[config.mk]
export PLATFORM = sky130hd
export DESIGN_NAME = mioc_gate_stim_ctrl_flat
export DESIGN_NICKNAME = d
export VERILOG_FILES = /design/src/rtl/mioc_stim_pkg.sv /design/src/rtl/mioc_gate_stim_ctrl_if.sv /design/src/rtl/mioc_stim_settle_cnt.sv /design/src/rtl/mioc_gate_stim_ctrl.sv /design/src/flat_wrapper.sv
export SDC_FILE = /design/constraint.sdc
export NUM_CORES = 1
export LEC_CHECK = 0
export ABC_AREA = 0
export BUFFER_PORTS_ARGS = -buffer_cell sky130_fd_sc_hd__buf_2
export CAP_MARGIN = 0
export CORE_ASPECT_RATIO = 0.6
export CORE_UTILIZATION = 30
export DETAILED_ROUTE_END_ITERATION = 8
export GPL_TIMING_DRIVEN = 0
export PLACE_DENSITY = 0.46
export SLEW_MARGIN = 10
export SYNTH_ARGS = -nofsm -noshare
export SYNTH_HDL_FRONTEND = slang
export SYNTH_SLANG_ARGS = --single-unit
[constraint.sdc]
create_clock -name clk -period 3.75 [get_ports clk]
set_clock_uncertainty 0.1 [all_clocks]
set_input_delay 0.5625 -clock clk [delete_from_list [all_inputs] [get_ports clk]]
set_output_delay 0.5625 -clock clk [all_outputs]
set_load 0.01 [all_outputs]
[src/rtl/mioc_stim_pkg.sv]
// Shared types, gate-function codes and expected-response helper for the MIOC stimulus controller.
package mioc_stim_pkg;

    typedef enum logic [2:0] {
        ST_IDLE,
        ST_DRIVE,
        ST_SETTLE,
        ST_SAMPLE,
        ST_DONE
    } stim_state_e;

    localparam logic [1:0] MIOC_FN_NAND = 2'd0;
    localparam logic [1:0] MIOC_FN_NOR  = 2'd1;
    localparam logic [1:0] MIOC_FN_AND  = 2'd2;
    localparam logic [1:0] MIOC_FN_OR   = 2'd3;

    localparam int unsigned MIOC_NUM_IN  = 2;
    localparam logic [1:0]  MIOC_GATE_FN = MIOC_FN_NAND;

    localparam int unsigned VEC_W = 4;
    localparam int unsigned ERR_W = 5;
    localparam int unsigned CNT_W = 8;

    // Mask of the active input bits; also the last vector of a sweep.
    function automatic logic [VEC_W-1:0] vec_mask(input int unsigned num_in);
        return VEC_W'((5'd1 << num_in) - 5'd1);
    endfunction

    function automatic logic expected_z(input logic [VEC_W-1:0] vec,
                                        input int unsigned      num_in,
                                        input logic [1:0]       gate_fn);
        logic [VEC_W-1:0] mask;
        logic             all_one;
        logic             any_one;
        mask    = vec_mask(num_in);
        all_one = ((vec & mask) == mask);
        any_one = ((vec & mask) != '0);
        case (gate_fn)
            MIOC_FN_NAND: expected_z = ~all_one;
            MIOC_FN_NOR:  expected_z = ~any_one;
            MIOC_FN_AND:  expected_z = all_one;
            default:      expected_z = any_one;
        endcase
    endfunction

endpackage

[src/rtl/mioc_gate_stim_ctrl_if.sv]
// Stimulus/response bundle between the stimulus controller and the gate-under-test harness.
interface mioc_gate_stim_ctrl_if;
    import mioc_stim_pkg::*;

    logic             start;
    logic             z;
    logic             in1;
    logic             in2;
    logic             in3;
    logic             in4;
    logic             busy;
    logic             done;
    logic             resp_valid;
    logic [VEC_W-1:0] resp_vec;
    logic             resp_z;
    logic [ERR_W-1:0] err_count;
    logic [VEC_W-1:0] first_fail_vec;
    logic             pass;

    modport master (
        input  start, z,
        output in1, in2, in3, in4, busy, done, resp_valid, resp_vec, resp_z,
               err_count, first_fail_vec, pass
    );

    modport slave (
        output start, z,
        input  in1, in2, in3, in4, busy, done, resp_valid, resp_vec, resp_z,
               err_count, first_fail_vec, pass
    );

endinterface

[src/rtl/mioc_stim_settle_cnt.sv]
// Loadable down-counter timing the settle window; term_c flags the final settle cycle.
module mioc_stim_settle_cnt
    import mioc_stim_pkg::*;
(
    input  logic             clk,
    input  logic             rst,
    input  logic             load,
    input  logic             dec,
    input  logic [CNT_W-1:0] load_val,
    output logic             term_c
);

    logic [CNT_W-1:0] count;

    always_ff @(posedge clk) begin
        if (rst) begin
            count <= '0;
        end else if (load) begin
            count <= load_val;
        end else if (dec && (count != '0)) begin
            count <= count - CNT_W'(1);
        end
    end

    assign term_c = (count == CNT_W'(1));

endmodule

[src/rtl/mioc_gate_stim_ctrl.sv]
// Sweeps every input vector onto the gate under test, samples z after a settle window and scores it.
// Define MIOC_STIM_CHECK_EN to build the expected-value comparator; otherwise capture-only.
module mioc_gate_stim_ctrl
    import mioc_stim_pkg::*;
#(
    parameter int unsigned NUM_IN        = MIOC_NUM_IN,
    parameter int unsigned SETTLE_CYCLES = 3,
    parameter logic [1:0]  GATE_FN       = MIOC_GATE_FN
) (
    input  logic                  clk,
    input  logic                  rst,
    mioc_gate_stim_ctrl_if.master bus
);

`ifdef MIOC_STIM_CHECK_EN
    localparam bit CHECK_EN = 1'b1;
`else
    localparam bit CHECK_EN = 1'b0;
`endif

    localparam logic [VEC_W-1:0] LAST_VEC    = vec_mask(NUM_IN);
    localparam int unsigned      STIM_SHIFT  = VEC_W - NUM_IN;
    localparam logic [CNT_W-1:0] SETTLE_LOAD = CNT_W'(SETTLE_CYCLES);
    localparam logic [ERR_W-1:0] ERR_MAX     = ERR_W'(16);

    stim_state_e      state;
    stim_state_e      next_state;
    logic             settle_term_c;
    logic             mismatch_c;

    logic [VEC_W-1:0] vec_q,        vec_d;
    logic [3:0]       stim_q,       stim_d;
    logic             busy_q,       busy_d;
    logic             done_q,       done_d;
    logic             resp_valid_q, resp_valid_d;
    logic [VEC_W-1:0] resp_vec_q,   resp_vec_d;
    logic             resp_z_q,     resp_z_d;
    logic [ERR_W-1:0] err_q,        err_d;
    logic [VEC_W-1:0] ffv_q,        ffv_d;
    logic             pass_q,       pass_d;

    mioc_stim_settle_cnt u_settle_cnt (
        .clk      (clk),
        .rst      (rst),
        .load     (state == ST_DRIVE),
        .dec      (state == ST_SETTLE),
        .load_val (SETTLE_LOAD),
        .term_c   (settle_term_c)
    );

    always_ff @(posedge clk) begin
        if (rst) begin
            state <= ST_IDLE;
        end else begin
            state <= next_state;
        end
    end

    always_comb begin
        next_state = state;
        case (state)
            ST_IDLE:   if (bus.start) next_state = ST_DRIVE;
            ST_DRIVE:  next_state = ST_SETTLE;
            ST_SETTLE: if (settle_term_c) next_state = ST_SAMPLE;
            ST_SAMPLE: next_state = (vec_q == LAST_VEC) ? ST_DONE : ST_DRIVE;
            ST_DONE:   next_state = ST_IDLE;
            default:   next_state = ST_IDLE;
        endcase
    end

    // Scored against the response captured on entry to SAMPLE.
    assign mismatch_c = CHECK_EN && (state == ST_SAMPLE) &&
                        (resp_z_q != expected_z(vec_q, NUM_IN, GATE_FN));

    always_comb begin
        vec_d        = vec_q;
        stim_d       = stim_q;
        busy_d       = 1'b0;
        done_d       = 1'b0;
        resp_valid_d = 1'b0;
        resp_vec_d   = resp_vec_q;
        resp_z_d     = resp_z_q;
        err_d        = err_q;
        ffv_d        = ffv_q;
        pass_d       = pass_q;

        if ((state == ST_IDLE) && bus.start) begin
            vec_d  = '0;
            err_d  = '0;
            ffv_d  = '0;
            pass_d = 1'b0;
        end
        if (state == ST_DRIVE) begin
            stim_d = (vec_q & LAST_VEC) << STIM_SHIFT;
        end
        if ((state == ST_SETTLE) && (next_state == ST_SAMPLE)) begin
            resp_valid_d = 1'b1;
            resp_vec_d   = vec_q;
            resp_z_d     = bus.z;
        end
        if (state == ST_SAMPLE) begin
            if (mismatch_c) begin
                if (err_q != ERR_MAX) err_d = err_q + ERR_W'(1);
                if (err_q == '0)      ffv_d = vec_q;
            end
            if (vec_q != LAST_VEC) vec_d = vec_q + VEC_W'(1);
        end
        if (next_state == ST_DONE) begin
            stim_d = '0;
            pass_d = (err_d == '0);
        end
        busy_d = (next_state == ST_DRIVE) || (next_state == ST_SETTLE) ||
                 (next_state == ST_SAMPLE);
        done_d = (next_state == ST_DONE);
    end

    always_ff @(posedge clk) begin
        if (rst) begin
            vec_q        <= '0;
            stim_q       <= '0;
            busy_q       <= 1'b0;
            done_q       <= 1'b0;
            resp_valid_q <= 1'b0;
            resp_vec_q   <= '0;
            resp_z_q     <= 1'b0;
            err_q        <= '0;
            ffv_q        <= '0;
            pass_q       <= 1'b0;
        end else begin
            vec_q        <= vec_d;
            stim_q       <= stim_d;
            busy_q       <= busy_d;
            done_q       <= done_d;
            resp_valid_q <= resp_valid_d;
            resp_vec_q   <= resp_vec_d;
            resp_z_q     <= resp_z_d;
            err_q        <= err_d;
            ffv_q        <= ffv_d;
            pass_q       <= pass_d;
        end
    end

    assign bus.in1            = stim_q[3];
    assign bus.in2            = stim_q[2];
    assign bus.in3            = stim_q[1];
    assign bus.in4            = stim_q[0];
    assign bus.busy           = busy_q;
    assign bus.done           = done_q;
    assign bus.resp_valid     = resp_valid_q;
    assign bus.resp_vec       = resp_vec_q;
    assign bus.resp_z         = resp_z_q;
    assign bus.err_count      = err_q;
    assign bus.first_fail_vec = ffv_q;
    assign bus.pass           = pass_q;

endmodule

[src/flat_wrapper.sv]
// flat-port wrapper written by rule: the top's interface ports become plain ports
module mioc_gate_stim_ctrl_flat import mioc_stim_pkg::*;
#(
    parameter int unsigned NUM_IN        = MIOC_NUM_IN,
    parameter int unsigned SETTLE_CYCLES = 3,
    parameter logic [1:0]  GATE_FN       = MIOC_GATE_FN
)
  (clk, rst, bus_start, bus_z, bus_in1, bus_in2, bus_in3, bus_in4, bus_busy, bus_done, bus_resp_valid, bus_resp_vec, bus_resp_z, bus_err_count, bus_first_fail_vec, bus_pass);
  mioc_gate_stim_ctrl_if bus_i ();
  input  logic clk;
  input  logic rst;
  input wire logic [$bits(bus_i.start)-1:0] bus_start;
  input wire logic [$bits(bus_i.z)-1:0] bus_z;
  output wire logic [$bits(bus_i.in1)-1:0] bus_in1;
  output wire logic [$bits(bus_i.in2)-1:0] bus_in2;
  output wire logic [$bits(bus_i.in3)-1:0] bus_in3;
  output wire logic [$bits(bus_i.in4)-1:0] bus_in4;
  output wire logic [$bits(bus_i.busy)-1:0] bus_busy;
  output wire logic [$bits(bus_i.done)-1:0] bus_done;
  output wire logic [$bits(bus_i.resp_valid)-1:0] bus_resp_valid;
  output wire logic [$bits(bus_i.resp_vec)-1:0] bus_resp_vec;
  output wire logic [$bits(bus_i.resp_z)-1:0] bus_resp_z;
  output wire logic [$bits(bus_i.err_count)-1:0] bus_err_count;
  output wire logic [$bits(bus_i.first_fail_vec)-1:0] bus_first_fail_vec;
  output wire logic [$bits(bus_i.pass)-1:0] bus_pass;
  assign bus_i.start = bus_start;
  assign bus_i.z = bus_z;
  assign bus_in1 = bus_i.in1;
  assign bus_in2 = bus_i.in2;
  assign bus_in3 = bus_i.in3;
  assign bus_in4 = bus_i.in4;
  assign bus_busy = bus_i.busy;
  assign bus_done = bus_i.done;
  assign bus_resp_valid = bus_i.resp_valid;
  assign bus_resp_vec = bus_i.resp_vec;
  assign bus_resp_z = bus_i.resp_z;
  assign bus_err_count = bus_i.err_count;
  assign bus_first_fail_vec = bus_i.first_fail_vec;
  assign bus_pass = bus_i.pass;
  mioc_gate_stim_ctrl #(.NUM_IN(NUM_IN), .SETTLE_CYCLES(SETTLE_CYCLES), .GATE_FN(GATE_FN)) u_core (.clk(clk), .rst(rst), .bus(bus_i));
endmodule
==> flow_summary.ini, run 1 <==
[place]
place_area_mm2 = 0.00171
gp_congestion = 0.806
dp_hpwl_um = 2790
io_buffers = 19

[min_path]
hp-class = reg2reg

[floorplanning]
dieArea_mm2 = 0.00534
die_y_um = 57.0
coreArea_mm2 = 0.00471
rows = 19
io_pins = 26
start_util_pct = 32.2
die_width_um = 93.7

[clocking]
hold_buffers = 0
cts_tree = built
cts_resized = 0
clock-sinks = 31
path_clk_slew_ps = 70
post_cts_buffers = 0
cts_buffers = 5
clockBufferDepth = 2
cts_root_buffer = clkbuf_8
clk_latency_ps = 280
cts-htree-levels = 2

[synthesis]
ys_seq_area_share_pct = 41.0
syn-instance-count = 163
yosys_register_bits = 31
yosysUniqueCellTypes = 48
yosys_warnings = 0
async_flop_share_pct = 0
synth_edf_count = 0
ys.flop_type = dfxtp_1
syn-cell-area_mm2 = 0.00151
avgSynthCellArea_um2 = 9.29

[layout]
area_growth_pct = 19.5
stdcell_area_mm2 = 0.00181
layout-drive-gt1-share_pct = 22.2
num_antenna_cells = 0
nets = 202

[outcome]
status = finished clean

[global_route]
grt_pass1_wl_um = 6240
grt_max_degree = 11
grt_use_met3_pct = 5.07
overflow = 0
grt_pass1_vias = 1229
grt_antenna_before_repair = 0
grt_usage_pct = 15.6
grt_busiest_layer = met1
use_met1_pct = 24.1
met2_usage_pct = 19.2

[pwr]
p_int_w = 0.000624
p_sw_w = 0.000273
power.density_mw_per_mm2 = 496
p_leak_nw = 0.752
peakVddDrop_uv = 160
clockPowerShare_pct = 35.5
pwr-share-comb_pct = 23.4
swShare_pct = 30.5
seqPwrFrac_pct = 41.1

[worst_setup_path]
start_kind = flop
critPathMaxStageDelay_ps = 720
cpMaxStageDelayCell = nor3b_1
crit_required_ps = 3810
crit_family = simple AND/OR/NAND/NOR gates
path_max_fanout = 8
endpoint_kind = flop
path_class = reg2reg
cp_cell_sequence = inv_1 > ha_1 > nor3b_1 > a21oi_1 > mux2_2
crit_buf_inv = 1
arrival_ps = 2120

[timing]
finalSetupTns_ps = 0
setup_violations = 0
period_needed_ps = 2060
slew_violations = 0
period_share_pct = 54.9
tightest_slew_ps = 942
final-hold-violation-count = 0
maxSlewHeadroom_pct = 36.7
max_freq_mhz = 485
grt_setup_unrepaired = false

[drt]
wirelength_um = 3860
antenna_left = 0
firstDrtPassIters = 4
routedWlPerCell_um = 15.0
vias = 1326
drt-initial-drc-count = 74
drc_errors = 0
avgViaCountPerCell = 5.16

[job]
cap_violations = 0
-- stage by stage --
| stage | hold WS, ps | utilization, % | instances | worst slack (ps) | total power [W] |
|---|---|---|---|---|---|
| final | 367 | 38.4 | 257 | 1690 | 0.000897 |
| after global routing | 399 | 38.4 | 257 | 1490 | 0.000946 |
| after CTS | 366 | 38.4 | 257 | 1710 | 0.000900 |
| after detailed placement | 355 | 36.3 | 250 | 1710 | 0.000582 |
| after global placement | 349 | 36.3 | 250 | 1680 | 0.000582 |
| after floorplan | 376 | - | 168 | 1890 | 0.000525 |
-- worst reg2reg max path, cell delays in order (launching register included) --
cell and delay (ps):
dfxtp_1 320, inv_1 130, ha_1 200, nor3b_1 720, a21oi_1 180, mux2_2 310
-- cell usage after synthesis (all sizes together) (2+ instances only) --
cell / count / area [um^2]
or3: 4 / 25.0
nor4: 3 / 25.0
nor3b: 6 / 50.1
nor2: 5 / 18.8
o31ai: 4 / 30.0
nor3: 5 / 25.0
o21a: 2 / 15.0
a21oi: 10 / 50.1
nand4: 5 / 31.3
nand3: 8 / 40.0
or4: 5 / 38.8
and3: 6 / 37.5
a32oi: 2 / 17.5
dfxtp: 31 / 621
or4b: 2 / 20.0
a31o: 2 / 17.5
ha: 4 / 50.1
and2: 3 / 18.8
nand2: 5 / 18.8
inv: 4 / 15.0
clkbuf: 9 / 35.0
or3b: 4 / 35.0
buf: 7 / 48.8
mux2i: 6 / 60.1
a211oi: 4 / 30.0
-- cell type report --
cell class	instances	area, um^2
Sequential cell	31	621
Timing Repair Buffer	19	95.1
Clock inverter	1	30.0
Inverter	4	15.0
Multi-Input combinational cell	117	813
Buffer	16	83.8
Clock buffer	6	72.6
Tap cell	63	78.8
Fill cell	469	2900
-- per-layer routing --
| layer | wire [um] | vias to the layer above |
|---|---|---|
| met4 | 33 | 0 |
| met3 | 266 | 5 |
| met5 | 0 | - |
| li1 | - | 670 |
| met2 | 1410 | 49 |
| met1 | 2150 | 602 |
-- path summary, 6_finish.rpt --
kind	startpoint	to	slack (ps)	depth (start not counted)
worst max-delay path	u_core.u_settle_cnt.count[1]$_SDFFE_PP0P_	u_core.u_settle_cnt.count[1]$_SDFFE_PP0P_	1690	5
worst min-delay path	u_core.bus.resp_vec[3]$_SDFFE_PP0P_	u_core.bus.resp_vec[3]$_SDFFE_PP0P_	370	2
worst max register to register	u_core.u_settle_cnt.count[1]$_SDFFE_PP0P_	u_core.u_settle_cnt.count[1]$_SDFFE_PP0P_	1690	5
worst min register to register	u_core.bus.resp_vec[3]$_SDFFE_PP0P_	u_core.bus.resp_vec[3]$_SDFFE_PP0P_	370	2
-- state kept, by name, summed over array words and instances, names as in the netlist --
name                       flops
u_core.vec_q                   4
u_core.bus.done                1
u_core.state                   3
u_core.stim_q                  2
u_core.bus.pass                1
u_core.bus.resp_vec            4
u_core.bus.resp_z              1
u_core.bus.busy                1
u_core.u_settle_cnt.count      8
u_core.bus.err_count           5
u_core.bus.resp_valid          1
-- power groups by stage --
stage	registers [W]	logic [W]	clock network (W)
4_1_cts	0.000368	0.000207	0.000324
3_3_place_gp	0.000376	0.000206	0
2_1_floorplan	0.000371	0.000154	0
3_5_place_dp	0.000375	0.000207	0
6_report	0.000369	0.000210	0.000318
5_1_grt	0.000371	0.000233	0.000342
-- cell families after synthesis --
family                   after synthesis  synth area share, %
AO/OA/AOI/OAI                         34                 16.0
flip-flops                            31                 41.0
other                                  1                0.248
AND/OR/NAND/NOR                       66                 28.2
adder cells (fa/ha/maj)                4                 3.31
multiplexers                           7                 4.71
buffers and inverters                 20                 6.53
-- layout by cell type, fill, tap and decap left out, drive strengths merged, types with 3 or more instances in the layout --
cell	instances
conb	6
mux2i	6
o31ai	4
and2	3
a211oi	4
buf	26
nor4	3
and3	6
or3	4
a21oi	10
nand4	5
nand2	5
clkbuf	15
ha	4
inv	4
nor3	5
or4	5
dfxtp	31
nor3b	6
nor2	5
nand3	8
or3b	4
No activity file was read; power rests on OpenSTA's default activity.
==> run 2, diff against run 1 <==
--- a/config.mk
+++ b/config.mk
@@ -5,14 +5,14 @@
 export SDC_FILE = /design/constraint.sdc
 export NUM_CORES = 1
 export LEC_CHECK = 0
-export ABC_AREA = 0
+export ABC_AREA = 1
 export BUFFER_PORTS_ARGS = -buffer_cell sky130_fd_sc_hd__buf_2
 export CAP_MARGIN = 0
 export CORE_ASPECT_RATIO = 0.6
 export CORE_UTILIZATION = 30
 export DETAILED_ROUTE_END_ITERATION = 8
 export GPL_TIMING_DRIVEN = 0
-export PLACE_DENSITY = 0.46
+export PLACE_DENSITY = 0.48
 export SLEW_MARGIN = 10
 export SYNTH_ARGS = -nofsm -noshare
 export SYNTH_HDL_FRONTEND = slang
==> constraint.sdc (replaced) <==
create_clock -name clk -period 1.85 [get_ports clk]
set_clock_uncertainty 0.1 [all_clocks]
set_input_delay 0.2775 -clock clk [delete_from_list [all_inputs] [get_ports clk]]
set_output_delay 0.2775 -clock clk [all_outputs]
set_load 0.01 [all_outputs]
==> run 2 against run 1 <==
Effect of this change: sequential power grew 93%; sequential share of layout area grew 0.85 points; register-to-register slack lost 1400 ps; worst setup slack lost 1400 ps; largest power group unchanged; power grew 87%; count of clock-buffer cells in the layout is the same; final cell count grew 17%; critical path depth grew 5; final area shrank 2.4%; clock power grew 120%.
==> flow_summary.ini, run 2 <==
[layout]
final_common_cell = nand2_1
layout.cells.non_filler = 300
largest_reg_flops = 8
regArea_um2 = 621
num_antenna_cells = 0
area_growth_pct = 21.3
nets = 244
most-common-layout-cells = 56 x nand2_1, 33 x nor2_1, 31 x dfxtp_1
layout-drive-gt1-share_pct = 18.1
n_fill_cell = 515
stdcell_area_mm2 = 0.00177
multi_input_comb_area_um2 = 692
top_register = u_core.u_settle_cnt.count

[timing]
fin_ws_ps = 280
slew_violations = 0
finalSetupTns_ps = 0
grt_setup_unrepaired = false
setup_violations = 0
period_share_pct = 84.9
final-hold-violation-count = 0
period_needed_ps = 1570
max_freq_mhz = 637

[worst_setup_path]
rr_worst_depth = 10
crit_top_cell = nand2_1
endpoint_kind = flop
cp_cell_sequence = inv_1 > ha_1 > nand2_1 > clkinv_1 > nand2_1 > nand2_2 > nand2_1 > nand3_1 > nand2_1 > inv_1
crit_family = simple AND/OR/NAND/NOR gates
path_max_fanout = 7
critPathMaxStageDelay_ps = 340
critical_path_cell_count = 10
arrival_ps = 1660
start_kind = flop
path_class = reg2reg
cpMaxStageDelayCell = dfxtp_1
crit_buf_inv = 3
crit_required_ps = 1940

[drt]
drc_errors = 0
routedWlPerCell_um = 10.2
drt-initial-drc-count = 71
avgViaCountPerCell = 4.13
vias = 1239
firstDrtPassIters = 4
antenna_left = 0
wirelength_um = 3070

[synthesis]
avgSynthCellArea_um2 = 7.10
ys.flop_type = dfxtp_1
synth_edf_count = 0
yosysUniqueCellTypes = 26
yosysTopAreaCell = dfxtp_1
yosys_register_bits = 31
synth_area_leaders = dfxtp_1 43%, nand2_1 14%, nor2_1 8.5%
syn-instance-count = 205
synth_top_cells_by_count = 56 x nand2_1, 33 x nor2_1, 31 x dfxtp_1, 22 x inv_1
ys_seq_area_share_pct = 42.6
yosysMostFrequentCell = nand2_1
yosys_warnings = 0
async_flop_share_pct = 0
syn-cell-area_mm2 = 0.00146
synth_top_area_share_pct = 42.6

[clocking]
cts_resized = 0
cts_root_buffer = clkbuf_8
cts_buffers = 5
clock-sinks = 31
hold_buffers = 0
cts_tree = built
clk_latency_ps = 290
cts-htree-levels = 2
clockBufferDepth = 2
post_cts_buffers = 0
path_clk_slew_ps = 70

[pwr]
p_leak_nw = 0.900
fin_total_pwr_w = 0.00168
power.density_mw_per_mm2 = 951
peakVddDrop_uv = 348

[floorplanning]
dieArea_mm2 = 0.00514
start_util_pct = 31.6
die_width_um = 91.9
coreArea_mm2 = 0.00461
io_pins = 26
rows = 19
die_y_um = 55.9

[outcome]
status = finished clean

[global_route]
grt_antenna_before_repair = 0
grt_pass1_wl_um = 5260
overflow = 0
grt_usage_pct = 13.7
grt_max_degree = 11
grt_pass1_vias = 1138

[place]
gp_congestion = 0.763
dp_hpwl_um = 2240
dp_cells = 292
place_area_mm2 = 0.00165
dpl_worst_slack_ps = 313
io_buffers = 19

[min_path]
hp-class = in2reg
min_delay_path_depth = 2

[job]
cap_violations = 0
[run 2: changes by cell type after synthesis, sizes merged, moves of 4 or more]
| cell | change |
|---|---|
| or3 | -4 |
| nand2 | +52 |
| nor3 | -4 |
| and3 | -6 |
| clkbuf | -8 |
| inv | +20 |
| nor3b | -6 |
| mux2i | -6 |
| or3b | -4 |
| nor2 | +31 |
| nand3 | +6 |
| o21ai | +4 |
| or4 | -5 |
| a211oi | -4 |
[run 2: per-stage QoR]
| stage | hold slack [ps] | utilization [%] |
|---|---|---|
| floorplan | 247 | - |
| global placement | 345 | 35.7 |
| detailed placement | 348 | 35.7 |
| CTS | 107 | 38.3 |
| global route | 117 | 38.3 |
| finish | 107 | 38.3 |
[run 2: layout make-up]
type / instances / area share, %
inverters: 27 / 5.74
plain buffers: 8 / 3.40
repair buffers: 19 / 5.39
clock inverters: 2 / 1.98
flip-flops and latches: 31 / 35.2
well taps: 63 / 4.46
clock buffers: 6 / 4.68
multi-input cells: 144 / 39.2
[run 2: worst paths after layout]
kind	start	end	slack, ps
setup / recovery	u_core.u_settle_cnt.count[0]$_SDFFE_PP0P_	u_core.u_settle_cnt.count[1]$_SDFFE_PP0P_	280
hold / removal	rst	u_core.vec_q[1]$_SDFF_PP0_	110
setup reg to reg	u_core.u_settle_cnt.count[0]$_SDFFE_PP0P_	u_core.u_settle_cnt.count[1]$_SDFFE_PP0P_	280
hold reg to reg	u_core.bus.err_count[0]$_SDFF_PP0_	u_core.bus.err_count[0]$_SDFF_PP0_	360
[run 2: kinds of logic (layout without fill, tap and decap cells)]
kind of cell               Yosys count  after routing  share of synthesized area [%]
adders and majority gates            4              4                           3.44
AOI/OAI and AO/OA                   19             19                           6.71
other                                1              6                          0.258
buffers and inverters               35             62                           11.1
xor gates and xnor gates             3              3                           1.81
DFF                                 31             31                           42.6
and+or+nand+nor                    112            112                           34.1
[run 2: per-layer routing]
layer / up-vias / track usage [%] / part of all wire, %
met1: 511 / 21.4 / 58
met5: - / 0 / 0
met3: 7 / 4.51 / 8.2
met4: 0 / 6.70 / 1.7
li1: 685 / - / -
met2: 36 / 16.1 / 32
[run 2: where the power goes]
part           switching (W)  internal (W)
clock               0.000258      0.000436
combinational       0.000175     0.0000973
sequential         0.0000210      0.000691
total               0.000455       0.00122
[run 2: worst register-to-register path: stages (launching register included)]
cell	delay, ps
dfxtp_1	340
inv_1	120
ha_1	220
nand2_1	90
clkinv_1	60
nand2_1	120
nand2_2	140
nand2_1	100
nand3_1	70
nand2_1	70
inv_1	40
